==> src/rtl/hpdcache_data_upsize_if.sv <==
// Handshake bundle between a narrow-beat producer and the wide-word FIFO consumer.
// The FIFO side takes the slave modport; the environment driving it takes master.
interface hpdcache_data_upsize_if #(
    parameter int unsigned WR_WIDTH = 16,
    parameter int unsigned RD_WIDTH = 64
);
    logic                w_i;
    logic                wlast_i;
    logic                wok_o;
    logic [WR_WIDTH-1:0] wdata_i;
    logic                r_i;
    logic                rok_o;
    logic [RD_WIDTH-1:0] rdata_o;

    modport master (
        output w_i, wlast_i, wdata_i, r_i,
        input  wok_o, rok_o, rdata_o
    );

    modport slave (
        input  w_i, wlast_i, wdata_i, r_i,
        output wok_o, rok_o, rdata_o
    );
endinterface

==> src/rtl/hpdcache_data_upsize.sv <==
// Narrow-to-wide data FIFO: packs narrow write beats into wide entries, with
// early close via wlast_i zero-filling the beats that were never written.
module hpdcache_data_upsize #(
    parameter int unsigned WR_WIDTH = 16,
    parameter int unsigned RD_WIDTH = 64,
    parameter int unsigned DEPTH    = 2
) (
    input logic                  clk_i,
    input logic                  rst_i,
    hpdcache_data_upsize_if.slave bus
);
    localparam int unsigned WR_WORDS  = (WR_WIDTH > 0) ? RD_WIDTH / WR_WIDTH : 2;
    localparam int unsigned PTR_WIDTH = (DEPTH > 1) ? $clog2(DEPTH) : 1;
    localparam int unsigned CNT_WIDTH = (WR_WORDS > 2) ? $clog2(WR_WORDS) : 1;

    localparam logic [PTR_WIDTH-1:0] PTR_LAST  = PTR_WIDTH'(DEPTH - 1);
    localparam logic [PTR_WIDTH:0]   USED_FULL = (PTR_WIDTH + 1)'(DEPTH);
    localparam logic [CNT_WIDTH-1:0] CNT_LAST  = CNT_WIDTH'(WR_WORDS - 1);

    if (WR_WIDTH == 0) begin : g_chk_wr_width
        $fatal(1, "hpdcache_data_upsize: WR_WIDTH must be > 0");
    end
    if (RD_WIDTH <= WR_WIDTH) begin : g_chk_rd_width
        $fatal(1, "hpdcache_data_upsize: RD_WIDTH must be > WR_WIDTH");
    end
    if (WR_WIDTH != 0 && (RD_WIDTH % WR_WIDTH) != 0) begin : g_chk_ratio
        $fatal(1, "hpdcache_data_upsize: RD_WIDTH must be a multiple of WR_WIDTH");
    end
    if (DEPTH == 0) begin : g_chk_depth
        $fatal(1, "hpdcache_data_upsize: DEPTH must be > 0");
    end

    logic [RD_WIDTH-1:0]  mem_q [DEPTH];
    logic [PTR_WIDTH-1:0] wrptr_q;
    logic [PTR_WIDTH-1:0] rdptr_q;
    logic [PTR_WIDTH:0]   used_q;
    logic [CNT_WIDTH-1:0] cnt_q;

    logic w_acc;
    logic r_acc;
    logic commit;

    function automatic logic [PTR_WIDTH-1:0] ptr_inc(input logic [PTR_WIDTH-1:0] p);
        return (p == PTR_LAST) ? '0 : p + 1'b1;
    endfunction

    // used_q counts committed entries only, so the flags never see r_i or w_i
    assign bus.wok_o   = (used_q != USED_FULL);
    assign bus.rok_o   = (used_q != '0);
    assign bus.rdata_o = mem_q[rdptr_q];

    assign w_acc  = bus.w_i & bus.wok_o;
    assign r_acc  = bus.r_i & bus.rok_o;
    assign commit = w_acc & (bus.wlast_i | (cnt_q == CNT_LAST));

    always_ff @(posedge clk_i or posedge rst_i) begin
        if (rst_i) begin
            wrptr_q <= '0;
            rdptr_q <= '0;
            used_q  <= '0;
            cnt_q   <= '0;
            for (int i = 0; i < int'(DEPTH); i++) begin
                mem_q[i] <= '0;
            end
        end else begin
            if (w_acc) begin
                // first beat rewrites the whole entry so an early close leaves zeros above it
                if (cnt_q == '0) begin
                    mem_q[wrptr_q] <= RD_WIDTH'(bus.wdata_i);
                end else begin
                    mem_q[wrptr_q][int'(cnt_q)*WR_WIDTH +: WR_WIDTH] <= bus.wdata_i;
                end
            end

            if (commit) begin
                cnt_q   <= '0;
                wrptr_q <= ptr_inc(wrptr_q);
            end else if (w_acc) begin
                cnt_q <= cnt_q + 1'b1;
            end

            if (r_acc) begin
                rdptr_q <= ptr_inc(rdptr_q);
            end

            case ({commit, r_acc})
                2'b10:   used_q <= used_q + 1'b1;
                2'b01:   used_q <= used_q - 1'b1;
                default: used_q <= used_q;
            endcase
        end
    end
endmodule

==> src/flat_wrapper.sv <==
// flat-port wrapper written by rule: the top's interface ports become plain ports
module hpdcache_data_upsize_flat 
#(
    parameter int unsigned WR_WIDTH = 16,
    parameter int unsigned RD_WIDTH = 64,
    parameter int unsigned DEPTH    = 2
)
  (clk_i, rst_i, bus_w_i, bus_wlast_i, bus_wdata_i, bus_r_i, bus_wok_o, bus_rok_o, bus_rdata_o);
  hpdcache_data_upsize_if #(.WR_WIDTH(WR_WIDTH), .RD_WIDTH(RD_WIDTH)) bus_i ();
  input logic clk_i;
  input logic rst_i;
  input wire logic [$bits(bus_i.w_i)-1:0] bus_w_i;
  input wire logic [$bits(bus_i.wlast_i)-1:0] bus_wlast_i;
  input wire logic [$bits(bus_i.wdata_i)-1:0] bus_wdata_i;
  input wire logic [$bits(bus_i.r_i)-1:0] bus_r_i;
  output wire logic [$bits(bus_i.wok_o)-1:0] bus_wok_o;
  output wire logic [$bits(bus_i.rok_o)-1:0] bus_rok_o;
  output wire logic [$bits(bus_i.rdata_o)-1:0] bus_rdata_o;
  assign bus_i.w_i = bus_w_i;
  assign bus_i.wlast_i = bus_wlast_i;
  assign bus_i.wdata_i = bus_wdata_i;
  assign bus_i.r_i = bus_r_i;
  assign bus_wok_o = bus_i.wok_o;
  assign bus_rok_o = bus_i.rok_o;
  assign bus_rdata_o = bus_i.rdata_o;
  hpdcache_data_upsize #(.WR_WIDTH(WR_WIDTH), .RD_WIDTH(RD_WIDTH), .DEPTH(DEPTH)) u_core (.clk_i(clk_i), .rst_i(rst_i), .bus(bus_i));
endmodule
==> config.mk <==
export PLATFORM = sky130hd
export DESIGN_NAME = hpdcache_data_upsize_flat
export DESIGN_NICKNAME = d
export VERILOG_FILES = /design/src/rtl/hpdcache_data_upsize_if.sv /design/src/rtl/hpdcache_data_upsize.sv /design/src/flat_wrapper.sv
export SDC_FILE = /design/constraint.sdc
export NUM_CORES = 1
export LEC_CHECK = 0
export CAP_MARGIN = 40
export CORE_MARGIN = 1.5
export CORE_UTILIZATION = 40
export DETAILED_ROUTE_END_ITERATION = 7
export DONT_BUFFER_PORTS = 1
export SYNTH_ARGS = -nofsm -noshare
export SYNTH_HDL_FRONTEND = slang
export SYNTH_SLANG_ARGS = --single-unit
==> constraint.sdc <==
create_clock -name clk_i -period 4.2 [get_ports clk_i]
set_clock_uncertainty 0.15 [all_clocks]
set_input_delay 0.42 -clock clk_i [delete_from_list [all_inputs] [get_ports clk_i]]
set_output_delay 0.42 -clock clk_i [all_outputs]
set_load 0.03 [all_outputs]
==> flow_summary_export.csv <==
group,metric,value,unit
clock_network,clk_pin_slew,0.06,ns
yosys,yosys-top-cells-area,"dfrtp_1 53%, mux2_2 17%, a22o_1 6.5%",
clock_network,htreeDepth,4,
layout,fillers,1362,
flow_run,maxCapViolCount,0,
detailed_routing,drtPass1Iterations,4,
die,die_y,128.7,um
layout,final_cell_mix,"133 x dfrtp_1, 94 x mux2_2, 47 x a22o_1",
critical_path,r2r_start,"u_core.cnt_q[0]$_DFFE_PP0P_",
critical_path,cpPeakStageDelay,0.71,ns
yosys,synth_top_area_frac,0.5303,
die,num_io_pins,87,
detailed_routing,vias,4130,
hold_path,worstHoldPathCells,1,
critical_path,crit_end,"u_core.mem_q[85]$_DFFE_PP0P_",
detailed_routing,antenna_left,0,
power_and_ir_drop,p_per_area,669.2,nW/um^2
clock_network,postCtsSetupBuffers,0,
critical_path,critPathKind,"flip-flop to flip-flop",
outcome,status,"finished, final reports clean",
critical_path,cp_num_cells,5,
critical_path,crit_fanout,22,
layout,final_core_util,0.4746,
clock_network,cts_root_buf,"clkbuf_16",
detailed_routing,routed_wl,16.48,mm
detailed_routing,drt-wirelength-per-cell,23.51,um
timing,maxSlewViolCount,0,
yosys,postSynthAreaPerCell,13.45,sq um
timing,setup_tns,0,ns
die,rows,45,
global_route,grt_pass1_vias,4145,
power_and_ir_drop,worst_ir_drop_vdd,0.3197,mV
critical_path,critical_path.slowest_cell,"ha_1",
placed_design,port_buffers,0,
global_route,grt_pass1_wl,25.56,mm
timing,setup_violations,0,
layout,multi_input_area,2640,sq um
detailed_routing,drc,0,
critical_path,crit_path_end_kind,"flip-flop",
yosys,synth_seq_cells,134,
clock_network,cts_buffer_depth,2,
critical_path,arrival,3.28,ns
global_route,grt_max_degree,71,
yosys,syn-cell-area,6324,sq um
timing,period_minus_slack,3.119,ns
placed_design,place_hpwl,10.55,mm
critical_path,cp.buffers_inverters,1,
yosys,yosysSeqAreaShare,0.5303,
die,coreArea,15310,sq um
timing,grt_setup_unrepaired,"false",
placed_design,gp_congestion,0.7519,
critical_path,reg2reg_slack,1.08,ns
layout,area_growth,14.94,%
critical_path,reg2reg_to,"u_core.mem_q[85]$_DFFE_PP0P_",
timing,setup_slack,1.081,ns
clock_network,cts_sinks,134,
detailed_routing,post_drt_via_cell_ratio,5.892,
timing,fmax,320.6,MHz
yosys,synth.largest_area_cell,"dfrtp_1",
die,die-area,16570,sq um
timing,tightest_slew,0.9089,ns
hold_path,hold_path_class,"input port to flip-flop",
timing,max-slew-margin-rel,0.3915,
clock_network,cts_tree,"built",
timing,whs,0.01325,ns
critical_path,start_kind,"flip-flop",
yosys,postSynthCellCount,470,
layout,drive_gt1_frac,0.3082,
critical_path,cp.required,4.36,ns
timing,period_share,0.7427,
detailed_routing,drtIter0Drc,248,
yosys,ys_types,40,
critical_path,cp_top_family,"simple AND/OR/NAND/NOR gates",
placed_design,pre_cts_ws,1.109,ns
global_route,antenna_found_initial,0,
critical_path,worstSetupStartpoint,"u_core.cnt_q[0]$_DFFE_PP0P_",
global_route,grt_usage,0.2091,
critical_path,crit_chain,"inv_2 -> ha_1 -> or2_2 -> nand3_1 -> a22o_1",
power_and_ir_drop,p_leak,3.329,nW
clock_network,clock_latency,0.42,ns
critical_path,r2r_cells,5,
global_route,overflow,0,
layout,register_area,3354,sq um
die,die_x,128.7,um
layout,final_common_cell,"dfrtp_1",
clock_network,cts_buffers,17,
yosys,ys.warnings.count,0,
layout,diodes,0,
layout,fin_nets,505,
yosys,synth_fp_nets,497,
timing,hold_viol,0,
die,initial_core_util,0.4129,
[Yosys cell counts (all sizes together)]
master and number:
clkinv 1, xnor2 3, nor2 5, clkbuf 8, o21ai 1, xor2 2, dfrtp 134, ha 6
mux2i 2, mux2 96, o2bb2ai 16, nor4 16, nand4 17, buf 32, a22o 47, nor4b 4
nand4bb 1, o21ba 1, nor2b 2, a32o 32, nand3b 1, nand2 6, nand2b 4, nor3 1
or2 4, and2 2, inv 19, nand3 7
[worst min path at each step]
stage	endpoint	slack, ns	start
floorplan	u_core.used_q[1]$_DFFE_PP0P_	0.30	u_core.used_q[1]$_DFFE_PP0P_
global placement	u_core.mem_q[29]$_DFFE_PP0P_	0.32	u_core.mem_q[29]$_DFFE_PP0P_
detailed placement	u_core.mem_q[12]$_DFFE_PP0P_	0.04	rst_i
CTS	u_core.mem_q[124]$_DFFE_PP0P_	0.0002	bus_wdata_i[12]
global route	u_core.mem_q[50]$_DFFE_PP0P_	0.0008	bus_wdata_i[2]
finish	u_core.mem_q[62]$_DFFE_PP0P_	0.01	bus_wdata_i[14]
[sequential cells by signal (all words and copies together) (netlist names)]
name / flops
u_core.cnt_q: 2
u_core.mem_q: 128
u_core.rdptr_q: 1
u_core.used_q: 2
u_core.wrptr_q: 1
[worst register-to-register path, cell delays in order, from the launching register on]
cell and delay, ns:
dfrtp_1 0.51, inv_2 0.20, ha_1 0.71, or2_2 0.46, nand3_1 0.55, a22o_1 0.43
[area by class of cell]
cell class | count | area share
multi-input combinational | 276 | 0.3632
clock inverter | 12 | 0.02427
timing repair buffer | 29 | 0.04097
tap | 211 | 0.03632
sequential | 134 | 0.4615
inverter | 20 | 0.01136
clock buffer | 19 | 0.06232
[per-stage QoR]
step	power, W	instance area [sq um]	instances
after floorplan	0.003026	6324	470
after global placement	0.003206	6386	647
after detailed placement	0.003270	6439	650
after CTS	0.004886	7248	699
after global routing	0.005085	7268	701
final	0.004864	7268	701
[power by group]
part | switching (W) | leakage (nW) | internal [W]
clock | 0.000561 | 0.305 | 0.00102
sequential | 0.000145 | 1.82 | 0.00148
combinational | 0.00107 | 1.20 | 0.000578
total | 0.00178 | 3.33 | 0.00308
[kinds of logic (layout without fill, tap and decap cells)]
family                     Yosys count  count (layout)  share of synthesized area
AOI/OAI and AO/OA                   97              97                     0.1403
xor gates and xnor gates             5               5                   0.006926
adders and majority gates            6               6                    0.01187
buffers and inverters               60              80                    0.05223
DFF                                134             134                     0.5303
muxes                               98              98                     0.1741
and+or+nand+nor                     70              70                    0.08429
[what timing repair did]
action / in CTS / in global routing
hold buffers: 18 / 2
resized for setup: 0 / 0
endpoints found under the hold margin: 176 / 2
[per-layer routing]
metal  global-route usage  up-vias  wire length (um)
met5                    0        -                 0
met4              0.07469        0               319
met3              0.09064       22              1463
met2               0.2998      139              7102
met1               0.2818     2155              7595
li1                     -     1814                 -
(Power assumes the default switching activity.)
